File: src/rtl/dmem_arbiter_pkg.sv
// ============================================================================
// Module      : dmem_arbiter_pkg
// Description : Shared types and constants for the data-memory arbiter.
// Revision    : 1.0 - initial release
// ============================================================================
`default_nettype none

package dmem_arbiter_pkg;

  localparam int DMEM_ADDR_W = 11;
  localparam int DMEM_DATA_W = 8;
  localparam int STARVE_W    = 4;
  localparam int PERF_W      = 16;

  localparam logic [1:0] OWN_NONE = 2'd0;
  localparam logic [1:0] OWN_CPU  = 2'd1;
  localparam logic [1:0] OWN_DMA  = 2'd2;

  typedef enum logic [0:0] {
    PRI_CPU   = 1'b0,
    FORCE_DMA = 1'b1
  } arb_state_e;

endpackage : dmem_arbiter_pkg

`default_nettype wire

File: src/rtl/dmem_arb_perf.sv
// ============================================================================
// Module      : dmem_arb_perf
// Description : Saturating CPU-stall and DMA-grant event counters.
// Revision    : 1.0 - initial release
// ============================================================================
`default_nettype none

module dmem_arb_perf
  import dmem_arbiter_pkg::*;
(
  input  logic              CLK,
  input  logic              RST,
  input  logic              stall_inc,
  input  logic              dma_inc,
  output logic [PERF_W-1:0] perf_stall_cnt,
  output logic [PERF_W-1:0] perf_dma_cnt
);

  logic [PERF_W-1:0] stall_cnt_q, stall_cnt_d;
  logic [PERF_W-1:0] dma_cnt_q, dma_cnt_d;

  always_comb begin
    stall_cnt_d = stall_cnt_q;
    dma_cnt_d   = dma_cnt_q;
    if (stall_inc && (stall_cnt_q != {PERF_W{1'b1}})) stall_cnt_d = stall_cnt_q + 1'b1;
    if (dma_inc && (dma_cnt_q != {PERF_W{1'b1}}))     dma_cnt_d   = dma_cnt_q + 1'b1;
  end

  always_ff @(posedge CLK or posedge RST) begin
    if (RST) begin
      stall_cnt_q <= '0;
      dma_cnt_q   <= '0;
    end else begin
      stall_cnt_q <= stall_cnt_d;
      dma_cnt_q   <= dma_cnt_d;
    end
  end

  assign perf_stall_cnt = stall_cnt_q;
  assign perf_dma_cnt   = dma_cnt_q;

endmodule : dmem_arb_perf

`default_nettype wire

File: src/rtl/dmem_arbiter.sv
// ============================================================================
// Module      : dmem_arbiter
// Description : CPU-priority arbiter for the single-port data memory with
//               anti-starvation DMA grant. Optional counters: DMEM_ARB_PERF_EN.
// Revision    : 1.0 - initial release
// ============================================================================
`default_nettype none

module dmem_arbiter
  import dmem_arbiter_pkg::*;
#(
  parameter int ADDR_W   = DMEM_ADDR_W,
  parameter int DATA_W   = DMEM_DATA_W,
  parameter int MAX_HOLD = 4
) (
  input  logic              CLK,
  input  logic              RST,
  input  logic              cpu_req,
  input  logic              cpu_we,
  input  logic [ADDR_W-1:0] cpu_addr,
  input  logic [DATA_W-1:0] cpu_wdata,
  output logic              cpu_stall,
  output logic [DATA_W-1:0] cpu_rdata,
  output logic              cpu_rvalid,
  input  logic              dma_req,
  input  logic              dma_we,
  input  logic [ADDR_W-1:0] dma_addr,
  input  logic [DATA_W-1:0] dma_wdata,
  output logic              dma_gnt,
  output logic [DATA_W-1:0] dma_rdata,
  output logic              dma_rvalid,
  output logic [ADDR_W-1:0] mem_addr,
  output logic              mem_we,
  output logic [DATA_W-1:0] mem_wdata,
  input  logic [DATA_W-1:0] mem_rdata,
  output logic [PERF_W-1:0] perf_stall_cnt,
  output logic [PERF_W-1:0] perf_dma_cnt
);

  arb_state_e          state_q, state_d;
  logic [STARVE_W-1:0] starve_cnt_q, starve_cnt_d, starve_inc;
  logic [1:0]          owner_q, owner_d;
  logic                cpu_gnt;
  logic                contended;

  // Grants are held off entirely while reset is asserted.
  always_comb begin
    contended = cpu_req & dma_req;
    dma_gnt   = 1'b0;
    cpu_gnt   = 1'b0;
    if (!RST) begin
      dma_gnt = dma_req & (~cpu_req | (state_q == FORCE_DMA));
      cpu_gnt = cpu_req & ~dma_gnt;
    end
    cpu_stall = cpu_req & ~cpu_gnt & ~RST;

    mem_addr  = cpu_addr;
    mem_wdata = cpu_wdata;
    mem_we    = cpu_gnt & cpu_we;
    if (dma_gnt) begin
      mem_addr  = dma_addr;
      mem_wdata = dma_wdata;
      mem_we    = dma_we;
    end
  end

  // FORCE_DMA lasts exactly one cycle; every other path clears the count.
  always_comb begin
    state_d      = PRI_CPU;
    starve_cnt_d = '0;
    starve_inc   = starve_cnt_q + 1'b1;
    if ((state_q == PRI_CPU) && contended && cpu_gnt) begin
      starve_cnt_d = starve_inc;
      if (starve_inc == STARVE_W'(MAX_HOLD)) state_d = FORCE_DMA;
    end
  end

  always_comb begin
    owner_d = OWN_NONE;
    if (cpu_gnt && !cpu_we)      owner_d = OWN_CPU;
    else if (dma_gnt && !dma_we) owner_d = OWN_DMA;
  end

  always_ff @(posedge CLK or posedge RST) begin
    if (RST) begin
      state_q      <= PRI_CPU;
      starve_cnt_q <= '0;
      owner_q      <= OWN_NONE;
    end else begin
      state_q      <= state_d;
      starve_cnt_q <= starve_cnt_d;
      owner_q      <= owner_d;
    end
  end

  assign cpu_rvalid = (owner_q == OWN_CPU);
  assign dma_rvalid = (owner_q == OWN_DMA);
  assign cpu_rdata  = mem_rdata;
  assign dma_rdata  = mem_rdata;

`ifdef DMEM_ARB_PERF_EN
  dmem_arb_perf u_perf (
    .CLK            (CLK),
    .RST            (RST),
    .stall_inc      (cpu_stall),
    .dma_inc        (dma_gnt),
    .perf_stall_cnt (perf_stall_cnt),
    .perf_dma_cnt   (perf_dma_cnt)
  );
`else
  assign perf_stall_cnt = '0;
  assign perf_dma_cnt   = '0;
`endif

endmodule : dmem_arbiter

`default_nettype wire

File: config.mk
export PLATFORM = sky130hd
export DESIGN_NAME = dmem_arbiter
export DESIGN_NICKNAME = d
export VERILOG_FILES = /design/src/rtl/dmem_arbiter_pkg.sv /design/src/rtl/dmem_arb_perf.sv /design/src/rtl/dmem_arbiter.sv
export SDC_FILE = /design/constraint.sdc
export NUM_CORES = 1
export LEC_CHECK = 0
export CORE_ASPECT_RATIO = 1.5
export CORE_UTILIZATION = 23
export DETAILED_ROUTE_END_ITERATION = 16
export GPL_TIMING_DRIVEN = 0
export PLACE_DENSITY = 0.77
export SYNTH_ARGS = -nofsm -noshare
export SYNTH_HDL_FRONTEND = slang
export SYNTH_HIERARCHICAL = 1
export SYNTH_SLANG_ARGS = --single-unit
File: constraint.sdc
create_clock -name CLK -period 1.2 [get_ports CLK]
set_input_delay 0.12 -clock CLK [delete_from_list [all_inputs] [get_ports CLK]]
set_output_delay 0.12 -clock CLK [all_outputs]
set_load 0.01 [all_outputs]
=== Yosys cells after proc, flatten, opt, wreduce, memory -nomap -nowiden ===
Cells that the tools add are included.

* Bits in registers: 7
* Input bits: 52
* Output and inout bits: 72

* $add $sub $neg: 1
* Equal/unequal tests: 3
* Mux-type cells: 10
* Bitwise operators: 12
* Reduce and logical (&&, ||, !) cells: 6

{| class="wikitable"
|+ Operators by type and width
! cell !! count
|-
| $mux W11 || 1
|-
| $mux W8 || 1
|-
| $and A1 B1 Y1 || 6
|-
| $mux W1 || 5
|-
| $not A1 Y1 || 5
|-
| $add A4 B1 Y4 const B || 1
|-
| $eq A4 B3 Y1 const B || 1
|-
| $logic_and A1 B1 Y1 || 4
|-
| $mux W2 || 2
|-
| $mux W4 || 1
|-
| $eq A2 B1 Y1 const B || 1
|-
| $eq A2 B2 Y1 const B || 1
|-
| $logic_not A1 Y1 || 2
|-
| $or A1 B1 Y1 || 1
|}

=== Depth between registers and ports, before layout ===
* Word-level depth: 9
* Gate-level depth with buffers: 5
* Mapped depth without buffers: 4

=== Worst setup path before layout ===
OpenSTA, ideal clock, no wires.

* Path type: register -> output
* Start: register state_q
* End: output port mem_addr[4]
* Arrival: 1,293 ps
* Setup slack: -213 ps
* Stages on the path, launching flop included: 6
* Path through: dfrtp_1 > nand2b_1 > and3_1 > buf_2 > buf_6 > mux2_1

* Word-level cells in the longest chain between the ends: 4

{| class="wikitable"
|+ RTL lines
! what !! RTL line !! source
|-
| start, declared || dmem_arbiter.sv:40 || <nowiki>arb_state_e state_q, state_d;</nowiki>
|-
| start signal, assigned || dmem_arbiter.sv:90 || <nowiki>state_q <= state_d;</nowiki>
|-
| $or A1 B1 Y1 || dmem_arbiter.sv:52 || <nowiki>dma_gnt = dma_req & (~cpu_req | (state_q == FORCE_DMA));</nowiki>
|-
| $and A1 B1 Y1 || dmem_arbiter.sv:52 ||
|-
| $mux W1 || dmem_arbiter.sv:51 || <nowiki>if (!RST) begin</nowiki>
|-
| net dma_gnt || dmem_arbiter.sv:29 || <nowiki>output logic dma_gnt,</nowiki>
|-
| $mux W11 || dmem_arbiter.sv:60 || <nowiki>if (dma_gnt) begin</nowiki>
|-
| end, declared || dmem_arbiter.sv:32 || <nowiki>output logic [ADDR_W-1:0] mem_addr,</nowiki>
|}

The timed path passes the listed nets, and every way through them passes these cells.

=== Final worst setup path ===
* Start: register state_q
* End: output port mem_addr[8]

* Word-level cells in the longest chain between the ends: 4

{| class="wikitable"
|+ RTL lines
! what !! RTL line
|-
| $or A1 B1 Y1 || dmem_arbiter.sv:52
|-
| $and A1 B1 Y1 || dmem_arbiter.sv:52
|-
| $mux W1 || dmem_arbiter.sv:51
|-
| $mux W11 || dmem_arbiter.sv:60
|}

Every way passes these cells.

==> summary.md <==
| Metric | Value |
|---|---|
| Post-synthesis sequential area ratio | `0.1804` |
| Max clock buf depth | `2` |
| Routed wire length | `2.872 mm` |
| Die width | `55.05 um` |
| CTS tree | `yes` |
| # hold bufs at CTS | `0` |
| Crit Path Max Fanout | `8` |
| Area grow syn2layout | `121.5%` |
| Post-Layout Cell Count | `roughly 270` |
| Core box area | `0.003994 sq mm` |
| Skew final | `3.564 ps` |
| Flops & latches, synth | `7` |
| RR Startpoint | `state_q$_DFF_PP0_` |
| Die area | `0.004491 sq mm` |
| Clk sink count | `7` |
| Final min period | `roughly 1600 ps` |
| Nets | `281` |
| CP Launch Type | `flop` |
| Post-synth ARST share | `1.000` |
| Vias in the first global route | `877` |
| Synth Flop Type | `dfrtp_1` |
| Final Wtd Congestion | `0.6745` |
| Placed Instances | `262` |
| Dpl hpwl | `about 2.4 mm` |
| Met1 Wirelength | `between 700 and 800 um` |
| Cts bufs inserted | `3` |
| Setup violators final | `23` |
| ANT cells | `0` |
| Highest Signal Layer | `met4` |
| Die Ht | `81.58 um` |
| Synth cell types | `22` |
| Netlist Area Pre-Place | `970.9 sq um` |
| IO Pins | `124` |
| Antenna violations before repair | `0` |
| Fmax | `around 0.6 GHz` |
| Global router's overall resource usage | `0.1148` |
| Nature of the critical path endpoint | `output pin` |
| Post-route setup slack | `-447.9 ps` |
| RSZ-0062 raised after global routing | `yes` |
| Effective utilization at floorplan | `0.2431` |
| Crit path largest cell delay | `340 ps` |
| Capturing point of the worst reg2reg path | `owner_q[1]$_DFF_PP0_` |
| Max Cap Violations | `0` |
| Critical Path RT | `roughly 1100 ps` |
| Row cnt | `28` |
| Cell count after synthesis | `103` |
| Clk Latency, worst-skew pair | `roughly 220 ps` |
| Power Total | `around 1.2 mW` |
| Setup TNS | `-9024 ps` |
| Total gr overflow | `0` |
| Critical path origin | `state_q$_DFF_PP0_` |
| EDFF count, synth | `0` |
| DR WL met3 | `between 500 and 600 um` |
| Vias | `1003` |
| DR iter-0 viols | `8` |
| Port bufs | `slightly above 80` |
| Outcome | `complete, but fails checks` |
| CP max stage cell | `dfrtp_1` |
| Largest net degree at the start of global routing | `11` |
| Tcrit/Tclk final | `1.373` |
| Power Density | `~570 mW/mm^2` |
| H-tree depth | `1` |
| End point of the critical path | `mem_addr[8]` |
| Worst Path Arrival | `1530 ps` |
| Leak Pwr | `1.120 nW` |
| Register-to-register setup slack | `-60 ps` |
| Layout cells sized above 1 | `0.4690` |
| Ys Warns | `6` |
| WL met2 | `roughly 1.5 mm` |
| Global-route wire length before repair | `3.739 mm` |
| Routed vias/inst | `roughly 3.7` |
| Syn avg cell area | `9.427 sq um` |
| Worst VDD drop | `0.7282 mV` |
| Reg clk slew, reported paths | `about 40 ps` |
| CTS Root Cell | `clkbuf_8` |
| WL/cell | `10.60 um` |
| Utilization after layout | `0.5385` |
| Violated checks | `setup timing` |
| DRC Markers | `0` |
| Slew Viols, Final | `0` |
| Drt first pass iters | `3` |
| Antenna Nets Post-Route | `0` |
| Worst min path class | `in -> async` |
| Hold Fails Final Rpt | `0` |
| Critical-path cell list | `nand2b_4, and3_4, buf_12, mux2_4, buf_6` |
| # fillers | `364` |
| Crit Path Category | `reg -> out` |
| Worst reg2reg path depth | `5` |
-- per-layer routing --
layer | vias to the layer above | global-route usage
met4 | 0 | 0.04500
met1 | 424 | 0.09413
li1 | 499 | -
met2 | 78 | 0.2193
met3 | 2 | 0.05556
met5 | - | 0
-- power breakdown --
group / total (mW) / internal [mW] / switching, mW / leakage (nW)
Combinational: 0.662 / 0.446 / 0.216 / 0.998
Sequential: 0.244 / 0.241 / 0.00273 / 0.0965
Clock: 0.323 / 0.224 / 0.0985 / 0.0255
-- placed cells by master, fill, tap and decap left out --
| cell | count |
|---|---|
| dfrtp_1 | 7 |
| buf_4 | 53 |
| inv_4 | 1 |
| conb_1 | 32 |
| nor2b_1 | 2 |
| inv_1 | 1 |
| nand3_1 | 3 |
| clkinv_2 | 1 |
| dlygate4sd2_1 | 4 |
| buf_2 | 4 |
| clkdlybuf4s50_1 | 57 |
| clkbuf_8 | 3 |
| and2_1 | 1 |
| mux2_4 | 19 |
| nand4bb_1 | 1 |
| a21oi_2 | 1 |
| nor2b_2 | 1 |
| nor3_1 | 1 |
| xor2_1 | 1 |
| nand2_1 | 2 |
| ha_1 | 2 |
| xnor2_1 | 1 |
| buf_12 | 2 |
| buf_16 | 1 |
| nand2b_4 | 1 |
| and3_1 | 1 |
| nor2_1 | 4 |
| and3_4 | 1 |
| buf_6 | 18 |
-- per-stage QoR --
stage	worst slack [ps]	hold WS [ps]	cell area, sq um
3_3_place_gp	-1100	456.7	2027
3_5_place_dp	-1127	482.2	2027
5_1_grt	-524.0	87.39	2151
4_1_cts	-484.7	67.22	2130
2_1_floorplan	-124.9	-68.24	1140
6_report	-447.9	75.06	2151
-- synthesized netlist by cell type, types with 2 or more instances --
cell | number | share of area
and3_1 | 2 | 0.013
buf_4 | 48 | 0.37
buf_6 | 2 | 0.023
dfrtp_1 | 7 | 0.18
ha_1 | 2 | 0.026
inv_1 | 2 | 0.0077
mux2_1 | 7 | 0.081
mux2_2 | 2 | 0.023
mux2_4 | 10 | 0.15
nand2_1 | 2 | 0.0077
nand3_1 | 3 | 0.015
nor2_1 | 4 | 0.015
nor2b_1 | 3 | 0.019
-- cell type report --
cell class,instances,area [sq um],area share
buffer,50,400.4,0.1862
multi-input combinational,74,569.3,0.2647
tap,45,56.30,0.02618
inverter,2,10.01,0.004654
clock inverter,1,5.005,0.002327
timing repair buffer,89,893.4,0.4154
sequential,7,175.2,0.08144
clock buffer,3,41.29,0.01920
-- worst min-delay path by stage --
stage / slack [ps] / cells past startpoint / endpoint / start
after floorplan: -70 / 1 / owner_q[0]$_DFF_PP0_ / RST
after global placement: 460 / 2 / state_q$_DFF_PP0_ / RST
after detailed placement: 480 / 2 / state_q$_DFF_PP0_ / RST
after CTS: 70 / 3 / starve_cnt_q[2]$_DFF_PP0_ / RST
after global routing: 90 / 3 / starve_cnt_q[2]$_DFF_PP0_ / RST
final: 80 / 3 / starve_cnt_q[2]$_DFF_PP0_ / RST
-- cell families after synthesis --
| group | Yosys count | synth area share |
|---|---|---|
| multiplexers | 19 | 0.2590 |
| flip-flops | 7 | 0.1804 |
| other | 1 | 0.003862 |
| buffers and inverters | 53 | 0.4072 |
| adder cells (fa/ha/maj) | 2 | 0.02577 |
| AO/OA/AOI/OAI | 1 | 0.005150 |
| AND/OR/NAND/NOR | 18 | 0.1005 |
| XOR/XNOR | 2 | 0.01804 |
-- sequential cells by signal (all words and copies together) (netlist names) --
name,flops
starve_cnt_q,4
owner_q,2
state_q,1
-- repair_timing --
item                       4_1_cts  5_1_grt
cloned                           1        0
setup endpoints to repair       25       24
buffers inserted                 4        1
gates resized for setup        115        7
-- worst max-delay path: cells and delay by family, from the launching register on --
kind                   cells  cell delay (ps)
multiplexers               1              310
buffers and inverters      2              270
flip-flops                 1              340
AND/OR/NAND/NOR            2              380
Note: power is estimated with default switching activity, not from simulation.
